--- src/rtl/multi_des_chain_ctrl_if.sv ---
// Host and DES-core signal bundle for the chained DES sequencer.
// Latency: none (wires only).
// Backpressure: in_ready/out_ready handshakes; core side is enable/done pulses.
interface multi_des_chain_ctrl_if #(
    parameter int N_STAGES = 3
);
    logic                    in_valid;
    logic                    in_ready;
    logic                    encr_decr;
    logic                    two_key;
    logic [63:0]             data_in;
    logic [64*N_STAGES-1:0]  keys;
    logic                    out_valid;
    logic                    out_ready;
    logic [63:0]             data_out;
    logic                    err;
    logic                    busy;
    logic                    core_enable;
    logic                    core_encr_decr;
    logic [63:0]             core_key;
    logic [63:0]             core_data_in;
    logic [63:0]             core_data_out;
    logic                    core_done;

    modport slave (
        input  in_valid, encr_decr, two_key, data_in, keys, out_ready,
               core_data_out, core_done,
        output in_ready, out_valid, data_out, err, busy,
               core_enable, core_encr_decr, core_key, core_data_in
    );

    modport master (
        output in_valid, encr_decr, two_key, data_in, keys, out_ready,
               core_data_out, core_done,
        input  in_ready, out_valid, data_out, err, busy,
               core_enable, core_encr_decr, core_key, core_data_in
    );
endinterface

--- src/rtl/multi_des_chain_ctrl.sv ---
// Drives one external DES core N_STAGES times per block (alternating E/D), with per-stage watchdog.
// Latency: sum over stages of (1 + core latency) cycles from accept to out_valid.
// Backpressure: in_ready only in IDLE; result held in OUT until out_ready.
module multi_des_chain_ctrl #(
    parameter int N_STAGES       = 3,
    parameter int TIMEOUT_CYCLES = 64
) (
    input  logic                  clk,
    input  logic                  nrst,
    multi_des_chain_ctrl_if.slave bus
);
    localparam int SW = (N_STAGES > 1) ? $clog2(N_STAGES) : 1;
    localparam int TW = $clog2(TIMEOUT_CYCLES + 1);

    typedef enum logic [1:0] {S_IDLE, S_RUN, S_WAIT, S_OUT} state_t;

    state_t                  state_q;
    logic [SW-1:0]           stage_q;
    logic [TW-1:0]           tmr_q;
    logic [63:0]             work_q;
    logic [64*N_STAGES-1:0]  keys_q;
    logic                    dir_q;
    logic                    two_key_q;
    logic                    in_ready_q;
    logic                    out_valid_q;
    logic                    err_q;
    logic                    busy_q;
    logic                    core_enable_q;
    logic                    core_dir_q;
    logic [63:0]             core_key_q;

    logic [63:0]             core_key_d;
    logic                    core_dir_d;

    // Key/direction for the stage about to start: stage 0 from the live inputs
    // at accept, later stages from the latched copies.
    always_comb begin
        int                     j;
        int                     k;
        logic                   enc;
        logic                   tk;
        logic [64*N_STAGES-1:0] ks;
        if (state_q == S_IDLE) begin
            j   = 0;
            enc = bus.encr_decr;
            tk  = bus.two_key;
            ks  = bus.keys;
        end else begin
            j   = int'(stage_q) + 1;
            enc = dir_q;
            tk  = two_key_q;
            ks  = keys_q;
        end
        k          = enc ? j : (N_STAGES - 1 - j);
        core_dir_d = enc ? (j % 2 == 0) : (k % 2 == 1);
        if ((tk && (N_STAGES > 1) && (k == N_STAGES - 1)) || (k < 0) || (k >= N_STAGES))
            k = 0;
        core_key_d = ks[64*k +: 64];
    end

    always_ff @(posedge clk or negedge nrst) begin
        if (!nrst) begin
            state_q       <= S_IDLE;
            stage_q       <= '0;
            tmr_q         <= '0;
            work_q        <= '0;
            keys_q        <= '0;
            dir_q         <= 1'b0;
            two_key_q     <= 1'b0;
            in_ready_q    <= 1'b1;
            out_valid_q   <= 1'b0;
            err_q         <= 1'b0;
            busy_q        <= 1'b0;
            core_enable_q <= 1'b0;
            core_dir_q    <= 1'b0;
            core_key_q    <= '0;
        end else begin
            case (state_q)
                S_IDLE: begin
                    if (bus.in_valid) begin
                        work_q        <= bus.data_in;
                        keys_q        <= bus.keys;
                        dir_q         <= bus.encr_decr;
                        two_key_q     <= bus.two_key;
                        stage_q       <= '0;
                        in_ready_q    <= 1'b0;
                        busy_q        <= 1'b1;
                        core_enable_q <= 1'b1;
                        core_key_q    <= core_key_d;
                        core_dir_q    <= core_dir_d;
                        state_q       <= S_RUN;
                    end
                end
                S_RUN: begin
                    core_enable_q <= 1'b0;
                    tmr_q         <= '0;
                    state_q       <= S_WAIT;
                end
                S_WAIT: begin
                    // A done arriving on the expiry cycle still counts as success.
                    if (bus.core_done) begin
                        work_q <= bus.core_data_out;
                        if (stage_q == SW'(N_STAGES - 1)) begin
                            busy_q      <= 1'b0;
                            out_valid_q <= 1'b1;
                            state_q     <= S_OUT;
                        end else begin
                            stage_q       <= stage_q + SW'(1);
                            core_enable_q <= 1'b1;
                            core_key_q    <= core_key_d;
                            core_dir_q    <= core_dir_d;
                            state_q       <= S_RUN;
                        end
                    end else if (tmr_q == TW'(TIMEOUT_CYCLES)) begin
                        err_q       <= 1'b1;
                        work_q      <= '0;
                        busy_q      <= 1'b0;
                        out_valid_q <= 1'b1;
                        state_q     <= S_OUT;
                    end else begin
                        tmr_q <= tmr_q + TW'(1);
                    end
                end
                S_OUT: begin
                    if (bus.out_ready) begin
                        out_valid_q <= 1'b0;
                        err_q       <= 1'b0;
                        in_ready_q  <= 1'b1;
                        state_q     <= S_IDLE;
                    end
                end
                default: state_q <= S_IDLE;
            endcase
        end
    end

    assign bus.in_ready       = in_ready_q;
    assign bus.out_valid      = out_valid_q;
    assign bus.data_out       = work_q;
    assign bus.err            = err_q;
    assign bus.busy           = busy_q;
    assign bus.core_enable    = core_enable_q;
    assign bus.core_encr_decr = core_dir_q;
    assign bus.core_key       = core_key_q;
    assign bus.core_data_in   = work_q;
endmodule

--- src/flat_wrapper.sv ---
// flat-port wrapper written by rule: the top's interface ports become plain ports
module multi_des_chain_ctrl_flat 
#(
    parameter int N_STAGES       = 3,
    parameter int TIMEOUT_CYCLES = 64
)
  (clk, nrst, bus_in_valid, bus_encr_decr, bus_two_key, bus_data_in, bus_keys, bus_out_ready, bus_core_data_out, bus_core_done, bus_in_ready, bus_out_valid, bus_data_out, bus_err, bus_busy, bus_core_enable, bus_core_encr_decr, bus_core_key, bus_core_data_in);
  multi_des_chain_ctrl_if #(.N_STAGES(N_STAGES)) bus_i ();
  input  logic clk;
  input  logic nrst;
  input wire logic [$bits(bus_i.in_valid)-1:0] bus_in_valid;
  input wire logic [$bits(bus_i.encr_decr)-1:0] bus_encr_decr;
  input wire logic [$bits(bus_i.two_key)-1:0] bus_two_key;
  input wire logic [$bits(bus_i.data_in)-1:0] bus_data_in;
  input wire logic [$bits(bus_i.keys)-1:0] bus_keys;
  input wire logic [$bits(bus_i.out_ready)-1:0] bus_out_ready;
  input wire logic [$bits(bus_i.core_data_out)-1:0] bus_core_data_out;
  input wire logic [$bits(bus_i.core_done)-1:0] bus_core_done;
  output wire logic [$bits(bus_i.in_ready)-1:0] bus_in_ready;
  output wire logic [$bits(bus_i.out_valid)-1:0] bus_out_valid;
  output wire logic [$bits(bus_i.data_out)-1:0] bus_data_out;
  output wire logic [$bits(bus_i.err)-1:0] bus_err;
  output wire logic [$bits(bus_i.busy)-1:0] bus_busy;
  output wire logic [$bits(bus_i.core_enable)-1:0] bus_core_enable;
  output wire logic [$bits(bus_i.core_encr_decr)-1:0] bus_core_encr_decr;
  output wire logic [$bits(bus_i.core_key)-1:0] bus_core_key;
  output wire logic [$bits(bus_i.core_data_in)-1:0] bus_core_data_in;
  assign bus_i.in_valid = bus_in_valid;
  assign bus_i.encr_decr = bus_encr_decr;
  assign bus_i.two_key = bus_two_key;
  assign bus_i.data_in = bus_data_in;
  assign bus_i.keys = bus_keys;
  assign bus_i.out_ready = bus_out_ready;
  assign bus_i.core_data_out = bus_core_data_out;
  assign bus_i.core_done = bus_core_done;
  assign bus_in_ready = bus_i.in_ready;
  assign bus_out_valid = bus_i.out_valid;
  assign bus_data_out = bus_i.data_out;
  assign bus_err = bus_i.err;
  assign bus_busy = bus_i.busy;
  assign bus_core_enable = bus_i.core_enable;
  assign bus_core_encr_decr = bus_i.core_encr_decr;
  assign bus_core_key = bus_i.core_key;
  assign bus_core_data_in = bus_i.core_data_in;
  multi_des_chain_ctrl #(.N_STAGES(N_STAGES), .TIMEOUT_CYCLES(TIMEOUT_CYCLES)) u_core (.clk(clk), .nrst(nrst), .bus(bus_i));
endmodule
--- config.mk ---
export PLATFORM = sky130hd
export DESIGN_NAME = multi_des_chain_ctrl_flat
export DESIGN_NICKNAME = d
export VERILOG_FILES = /design/src/rtl/multi_des_chain_ctrl_if.sv /design/src/rtl/multi_des_chain_ctrl.sv /design/src/flat_wrapper.sv
export SDC_FILE = /design/constraint.sdc
export NUM_CORES = 1
export LEC_CHECK = 0
export CORE_MARGIN = 3
export CORE_UTILIZATION = 40
export CTS_CLUSTER_DIAMETER = 120
export DETAILED_ROUTE_END_ITERATION = 8
export PLACE_DENSITY = 0.71
export SYNTH_ARGS = -nofsm -noshare
export SYNTH_HDL_FRONTEND = slang
export SYNTH_SLANG_ARGS = --single-unit
export TNS_END_PERCENT = 1
--- constraint.sdc ---
create_clock -name clk -period 3.7 [get_ports clk]
set_input_delay 0.555 -clock clk [delete_from_list [all_inputs] [get_ports clk]]
set_output_delay 0.555 -clock clk [all_outputs]
set_load 0.01 [all_outputs]
# --- Word level (Yosys, flattened, before mapping) ---
# Cells that the tools add are included.
op_classes:
  n_addsub: 4
  n_eq_ne: 16
  reduce_logical: 20
  order_cmp: 2
  bitwise: 2
  n_mul: 0
  n_div: 0
  shifts: 1
  muxes: 50
op_table:
  columns: ["op", "n"]
  rows:
  - ["64-bit two-way mux", 6]
  - ["64-bit one-hot mux with 2 select lines", 2]
  - ["192-bit two-way mux", 1]
  - ["192-bit by 32-bit indexed part select with 64-bit output", 1]
  - ["32-bit two-way mux", 2]
  - ["32-bit by 3-bit == test with 1-bit output, second input constant", 1]
  - ["32-bit by 3-bit >= comparator with 1-bit output, second input constant", 1]
  - ["32-bit logical NOT", 1]
  - ["32-bit by 1-bit < comparator with 1-bit output, second input constant", 1]
  - ["3-bit by 32-bit subtractor with 32-bit output, first input constant", 1]
  - ["26-bit two-way mux", 1]
  - ["4-bit AND reduction", 5]
  - ["1-bit two-way mux", 19]
  - ["2-bit two-way mux", 8]
  - ["7-bit two-way mux", 2]
  - ["7-bit one-hot mux with 2 select lines", 1]
  - ["2-bit != test, second input constant", 6]
  - ["3-bit AND reduction", 4]
  - ["1-bit one-hot mux with 2 select lines", 5]
  - ["2-bit == test, second input constant", 4]
  - ["2-bit one-hot mux with 4 select lines", 1]
  - ["2-bit nonzero test", 4]
  - ["7-bit by 1-bit adder with 7-bit output, second input constant", 1]
  - ["7-bit == test, second input constant", 1]
  - ["13 further kinds", 16]
word_totals:
  wordCells: 109
  romBits: 0
  in_bits: 327
  ff_bits: 339
  ram_bits: 0
  latchBits: 0
  memories: 0

# --- Longest topological paths before layout ---
# Gate-level depths: netlist of run 1.
logic_depth:
  word_depth: 13
  mapped_depth: 14
  mapped_depth_nobuf: 9

# --- Worst setup path before layout of run 1 ---
# No wires, ideal clock.
synth_path:
  path_kind: "register to register"
  startpoint: "register u_core.state_q[1]"
  endpoint: "register u_core.core_key_q[26] (netlist: u_core.bus.core_key[26])"
  arrival_time_ps: 2816
  path_stages_with_launch: 13
  n_path_buf: 4
  period_less_slack_ps: 2942
  slack_ps: 758
  setup_ps: 126
  path_cell_list: "dfrtp_1 buf_2 nor2_2 buf_4 clkbuf_1 or3_1 ha_1 nor2b_1 o211ai_1 clkbuf_1 nand2_1 a21oi_1 a221o_1"
synth_between:
  elab_chain_len: 13
  word_cells_on_any_way: 25
  classes_between: "1 x add/sub; 2 x order compare; 5 x eq/ne; 1 x shift; 10 x mux; 6 x reduce/logical"
synth_lines:
  columns: ["element", "line", "rtl"]
  rows:
  - ["start: declaration", "multi_des_chain_ctrl.sv:17", "state_t state_q;"]
  - ["start signal: assignment", "multi_des_chain_ctrl.sv:63", "state_q <= S_IDLE;"]
  - ["start signal: assignment", "multi_des_chain_ctrl.sv:91", "state_q <= S_RUN;"]
  - ["start signal: assignment", "multi_des_chain_ctrl.sv:97", "state_q <= S_WAIT;"]
  - ["branches (longest 13 deep; another with 3-bit by 32-bit subtractor with 32-bit output)", null, null]
  - ["end signal: assignment", "multi_des_chain_ctrl.sv:89", "core_key_q <= core_key_d;"]
  - ["end signal: assignment", "multi_des_chain_ctrl.sv:110", "core_key_q <= core_key_d;"]
  - ["end: declaration", "multi_des_chain_ctrl.sv:30", "logic [63:0] core_key_q;"]
# Parallel ways; which one is timed is not known. The select of a mux whose other input is x is not followed.
# A chain may end at the register's enable or synchronous reset.

# --- Final worst setup path of run 1 ---
layout_path:
  startpoint: "register u_core.stage_q[0]"
  endpoint: "register u_core.core_key_q[45] (netlist: u_core.bus.core_key[45])"
layout_between:
  elab_chain_len: 13
  word_cells_on_any_way: 19
  classes_between: "2 x add/sub; 2 x order compare; 3 x eq/ne; 1 x shift; 7 x mux; 4 x reduce/logical"
layout_lines:
  columns: ["element", "line", "rtl"]
  rows:
  - ["start: declaration", "multi_des_chain_ctrl.sv:18", "logic [SW-1:0] stage_q;"]
  - ["start signal: assignment", "multi_des_chain_ctrl.sv:108", "stage_q <= stage_q + SW'(1);"]
  - ["branches (longest 13 deep; another with 3-bit by 32-bit subtractor with 32-bit output)", null, null]
# Parallel ways; which one is timed is not known. The select of a mux whose other input is x is not followed.

==> flow_summary.toml, run 1 <==
[status]
status = "finished clean"

[timing]
setup_slack_ns = 0.4577
relSlewSlack_pct = 18.82
slew_violations = 0
fin_crit_sh_pct = 87.63
tns_ns = 0
min_period_ns = 3.242
max_freq_mhz = 308.4
rsz0062_at_grt = "false"
setup_violations = 0
hold_viol_final = 0
skew_ns = 0.01666
worst_pin_slew_ns = 1.218

[setup_path]
crit_path_max_incr_delay_ns = 0.75
worstPathMaxFanout = 26
arrival_ns = 3.72
worstSetupEndpointType = "register"
timing.critical_path.mode_cell = "ha_1"
crit_slowest_cell = "a21oi_4"
crit_required_ns = 4.18
start_kind = "register"
crit_type = "reg2reg"
path_cells = "inv_1 > ha_1 > or3_1 > ha_1 > nor2b_1 > a211o_4 > a21oi_4 > a221o_1"
regToRegSetupSlack_ns = 0.46

[cts]
ctsRootBufferMaster = "clkbuf_16"
post_cts_buffers = 0
post_cts_resized = 0
htreeDepth = 2
cts_tree = "built"
clock-sinks = 339
clockBufferDepth = 3
cts-hold-fix-buffers = 0
numCtsBuffers = 39
insertion_delay_ns = 0.55
clk_pin_slew_ns = 0.06

[cells_and_area]
area_growth_pct = 39.80
finish.utilization_pct = 56.88
final_nets = 2641
drive_gt1_share_pct = 4.623

[route]
first_iter_violations = 1382
vias = 15380
final_antenna_net_count = 0
wl_per_cell_um = 21.26
first_pass_iters = 5
drc = 0
drt-total-wl_um = 61110
routed_via_density = 5.350

[power]
p_int_mw = 11.97
switching_share_pct = 40.81
p_comb_share_pct = 48.5
power.leakage_nw = 10.56
finalPower_mw = 20.22
seq_power_share_pct = 32.5
peakVddDrop_v = 0.0005952
p_clk_share_pct = 19.1
p_per_area_nw_per_um2 = 888.8
power_switching_mw = 8.255

[placement]
hpwlAfterDp_um = 41790
gp_congestion = 0.8986
portBuffers = 524
dp_slack_ns = 0.4895

[synthesis]
synth_area_per_cell_um2 = 8.460
ys.flop_type = "dfrtp_1"
async_reset_ff_share_pct = 100.0
postSynthCellCount = 1924
syn_area_um2 = 16280
yosysUniqueCellTypes = 55
synth-edff-count = 0
yosysWarnings = 0
synth-seq-cells = 339
syn_nets = 2256
yosysSeqAreaShare_pct = 52.13

[floorplan]
rows = 73
die_area_um2 = 43150
die-width_um = 207.7
pin_count = 525
initial_core_util_pct = 40.69
fp.dieH_um = 207.7
fp.coreArea_um2 = 40010

[run]
drv_cap = 0

[global_route]
grtUsageTotal_pct = 27.39
grt_pass1_vias = 15350
grt-ovfl-total = 0
grt_max_degree = 196
grt_pass1_wl_um = 92920
antenna_found_initial = 19

[worst_hold_path]
hold_class = "in2async"
registers in the layout (all words and copies together) (netlist names):
signal,cells
u_core.dir_q,1
u_core.bus.core_encr_decr,1
u_core.tmr_q,7
u_core.bus.core_enable,1
u_core.keys_q,192
u_core.bus.in_ready,1
u_core.bus.err,1
u_core.bus.core_key,64
u_core.stage_q,2
u_core.bus.core_data_in,64
u_core.bus.busy,1
u_core.state_q,2
u_core.bus.out_valid,1
u_core.two_key_q,1
cells in the mapped netlist (2+ instances only):
library cell	count	area [um2]
nand2_1	813	3052
o221ai_1	37	324.1
ha_1	5	62.56
clkbuf_1	103	386.6
a221o_1	26	260.3
clkbuf_2	2	10.01
inv_1	7	26.28
dfrtp_1	338	8458
nor2_1	42	157.7
and3_1	66	412.9
nand2_2	2	12.51
o21ai_0	60	300.3
nor2_2	2	12.51
nand3_1	2	10.01
nor2b_1	4	25.02
xor2_1	5	43.79
o2bb2ai_1	37	324.1
o31ai_1	3	22.52
a21oi_1	187	935.9
buf_6	2	22.52
buf_2	29	145.1
mux2i_1	37	370.4
o21ai_1	10	50.05
buf_4	68	510.5
nand2b_1	3	18.77
nand4_1	4	25.02
buf_1	2	7.510
critical path, delay by kind of cell (launching register included):
kind | cells | cell delay [ns]
AOI/OAI and AO/OA | 3 | 1.41
adders and majority gates | 2 | 0.57
and+or+nand+nor | 2 | 0.55
DFF | 1 | 0.52
buffers and inverters | 1 | 0.09
layout make-up:
type	instances	area, um2
Antenna cell	13	32.53
Clock buffer	59	1192
Clock inverter	9	85.08
Fill cell	3565	17250
Inverter	7	26.28
Multi-Input combinational cell	1372	6713
Sequential cell	339	8484
Tap cell	525	656.9
Timing Repair Buffer	550	5565
power by group through the flow:
stage               Combinational (mW)  Sequential (mW)  Clock, mW
finish                            9.80             6.57       3.86
global route                      10.7             6.76       4.09
CTS                               9.87             6.55       3.93
detailed placement                9.85             6.57          0
global placement                  9.56             6.53          0
floorplan                         5.73             6.53          0
cells by family after synthesis:
kind of cell,share of synthesized area [%]
AND/OR/NAND/NOR,23.54
AO/OA/AOI/OAI,14.47
flip-flops,52.13
buffers and inverters,6.811
multiplexers,2.345
XOR/XNOR,0.3229
adder cells (fa/ha/maj),0.3843
worst paths after layout:
path                       depth (start not counted)                      end          startpoint
hold reg to reg                                    2       u_core.keys_q[153]  u_core.keys_q[153]
setup / recovery                                   8  u_core.bus.core_key[45]   u_core.stage_q[0]
min in group clk                                   2       u_core.keys_q[153]  u_core.keys_q[153]
hold / removal                                     1        u_core.keys_q[83]                nrst
max in group asynchronous                          2  u_core.bus.core_key[18]                nrst
setup reg to reg                                   8  u_core.bus.core_key[45]   u_core.stage_q[0]
through the flow:
| step | instance area, um2 | cells | hold slack [ns] |
|---|---|---|---|
| 2_1_floorplan | 16280 | 1924 | 0.2594 |
| 3_5_place_dp | 21450 | 2793 | 0.4612 |
| 5_1_grt | 22750 | 2873 | 0.07823 |
| 4_1_cts | 22720 | 2861 | 0.04126 |
| 6_report | 22760 | 2874 | 0.02982 |
| 3_3_place_gp | 21450 | 2793 | 0.4564 |
metal layers:
| metal | share of wire, % | global-route usage [%] | vias up |
|---|---|---|---|
| li1 | - | - | 7102 |
| met1 | 37 | 32.50 | 7448 |
| met2 | 50 | 46.60 | 683 |
| met3 | 8.3 | 7.224 | 130 |
| met4 | 4.5 | 12.81 | 14 |
| met5 | 0.17 | 0 | - |
placed cells by master, fill, tap and decap left out, types with 2 or more instances in the layout:
master and count:
diode_2 13, nand3_1 2, nand4_1 4, nand2b_1 2, clkinv_2 6, o221ai_1 37, a221o_1 26, buf_12 10
clkdlybuf4s50_1 522, buf_4 16, o31ai_1 3, clkbuf_8 12, mux2i_1 37, a21oi_1 187, nor2b_1 4, o21ai_1 10
nor2_1 41, clkbuf_16 40, inv_1 7, nand2_2 2, o2bb2ai_1 37, ha_1 5, o21ai_0 60, and3_1 66
nand2_1 813, clkbuf_1 7, dfrtp_1 338, xor2_1 5, nor2_4 3
Power figures use the tool's default switching activity.
==> run 2, diff against run 1 <==
--- a/config.mk
+++ b/config.mk
@@ -9,6 +9,7 @@
 export CORE_UTILIZATION = 40
 export CTS_CLUSTER_DIAMETER = 120
 export DETAILED_ROUTE_END_ITERATION = 8
+export MAX_ROUTING_LAYER = met4
 export PLACE_DENSITY = 0.71
 export SYNTH_ARGS = -nofsm -noshare
 export SYNTH_HDL_FRONTEND = slang
==> flow_summary.toml, run 2 (synthesis results as in run 1) <==
[cells_and_area]
layout_common_cells = "nand2_1, clkdlybuf4s50_1, dfrtp_1"
finish.utilization_pct = 56.89
layout_commonest_cell = "nand2_1"
fin_cells = 2879
fin_area_um2 = 22760
drive_gt1_share_pct = 4.493
final_nets = 2640
area_growth_pct = 39.83
largest-register = "u_core.keys_q"
largest_reg_flops = 192

[status]
status = "finished clean"

[route]
wl_per_cell_um = 21.03
drc = 0
first_iter_violations = 1351
final_antenna_net_count = 0
first_pass_iters = 5
vias = 15250
drt-total-wl_um = 60550
routed_via_density = 5.298

[floorplan]
die-width_um = 207.7
die_area_um2 = 43150
pin_count = 525
fp.coreArea_um2 = 40010
rows = 73
fp.dieH_um = 207.7
initial_core_util_pct = 40.69

[cts]
cts_tree = "built"
numCtsBuffers = 39
cts-hold-fix-buffers = 0
htreeDepth = 2
post_cts_resized = 0
post_cts_buffers = 0
insertion_delay_ns = 0.55
clockBufferDepth = 3
clock-sinks = 339
ctsRootBufferMaster = "clkbuf_16"
clk_pin_slew_ns = 0.06

[worst_hold_path]
hold_class = "in2async"

[setup_path]
crit_type = "reg2reg"
crit_required_ns = 4.17
rr_worst_depth = 8
start_kind = "register"
worstPathMaxFanout = 26
r2r-start = "u_core.stage_q[0]"
r2r-end = "u_core.bus.core_key[0]"
worstSetupEndpointType = "register"
crit_path_start = "u_core.stage_q[0]"
regToRegSetupSlack_ns = 0.48
cp-endpoint = "u_core.bus.core_key[0]"
arrival_ns = 3.69

[global_route]
grt_pass1_vias = 15270
grtUsageTotal_pct = 27.96
grt_pass1_wl_um = 92510
grt-ovfl-total = 0
grt_max_degree = 196
antenna_found_initial = 18

[timing]
worst_pin_slew_ns = 1.192
slew_violations = 0
max_freq_mhz = 310.9
holdWs_ns = 0.007696
min_period_ns = 3.216
setup_violations = 0
skew_ns = 0.01720
tns_ns = 0
setup_slack_ns = 0.4840
fin_crit_sh_pct = 86.92
hold_viol_final = 0
relSlewSlack_pct = 20.54
rsz0062_at_grt = "false"

[placement]
gp_congestion = 0.9358
dpl.cell_count = 2792
portBuffers = 524
dp_slack_ns = 0.5135
hpwlAfterDp_um = 41540
place_area_um2 = 21460

[power]
power.leakage_nw = 10.55
peakVddDrop_v = 0.0005160
finalPower_mw = 20.15
p_per_area_nw_per_um2 = 885.6

[run]
drv_cap = 0
[run 2: per-layer routing]
layer	global-route usage, %	wire, um	part of all wire [%]	up-vias
met5	-	0	0	-
met4	11.72	2541	4.2	0
met3	7.269	4927	8.1	106
met2	46.56	30260	50	622
met1	32.20	22820	38	7401
li1	-	-	-	7124
[run 2: worst max-delay path, cell delays in order, from the launching register on]
cell	delay, ns
dfrtp_1	0.50
inv_1	0.08
ha_1	0.37
or3_1	0.38
ha_1	0.29
nor2b_1	0.08
a211o_4	0.36
a21oi_4	0.79
a221o_1	0.29
[run 2: layout make-up]
| cell class | instances | area (um2) |
|---|---|---|
| diodes | 17 | 42.54 |
| multi-input cells | 1372 | 6713 |
| clock buffers | 62 | 1182 |
| inverters | 7 | 26.28 |
| repair buffers | 549 | 5583 |
| well taps | 525 | 656.9 |
| flip-flops and latches | 339 | 8484 |
| fillers | 3522 | 17250 |
| clock inverters | 8 | 71.32 |
[run 2: where the power goes]
group / total [mW] / switching (mW) / internal [mW] / leakage (nW)
combinational: 9.79 / 5.49 / 4.30 / 5.66
sequential: 6.56 / 1.15 / 5.41 / 4.26
clock: 3.80 / 1.55 / 2.26 / 0.618
[run 2: worst min path at each step]
stage,from,end,slack (ns),cells after the start
after floorplan,nrst,u_core.bus.busy,0.26,0
after global placement,u_core.keys_q[168],u_core.keys_q[168],0.46,2
after detailed placement,u_core.keys_q[191],u_core.keys_q[191],0.46,2
after CTS,nrst,u_core.keys_q[149],0.03,1
after global routing,nrst,u_core.keys_q[19],0.06,1
final,nrst,u_core.keys_q[149],0.008,1
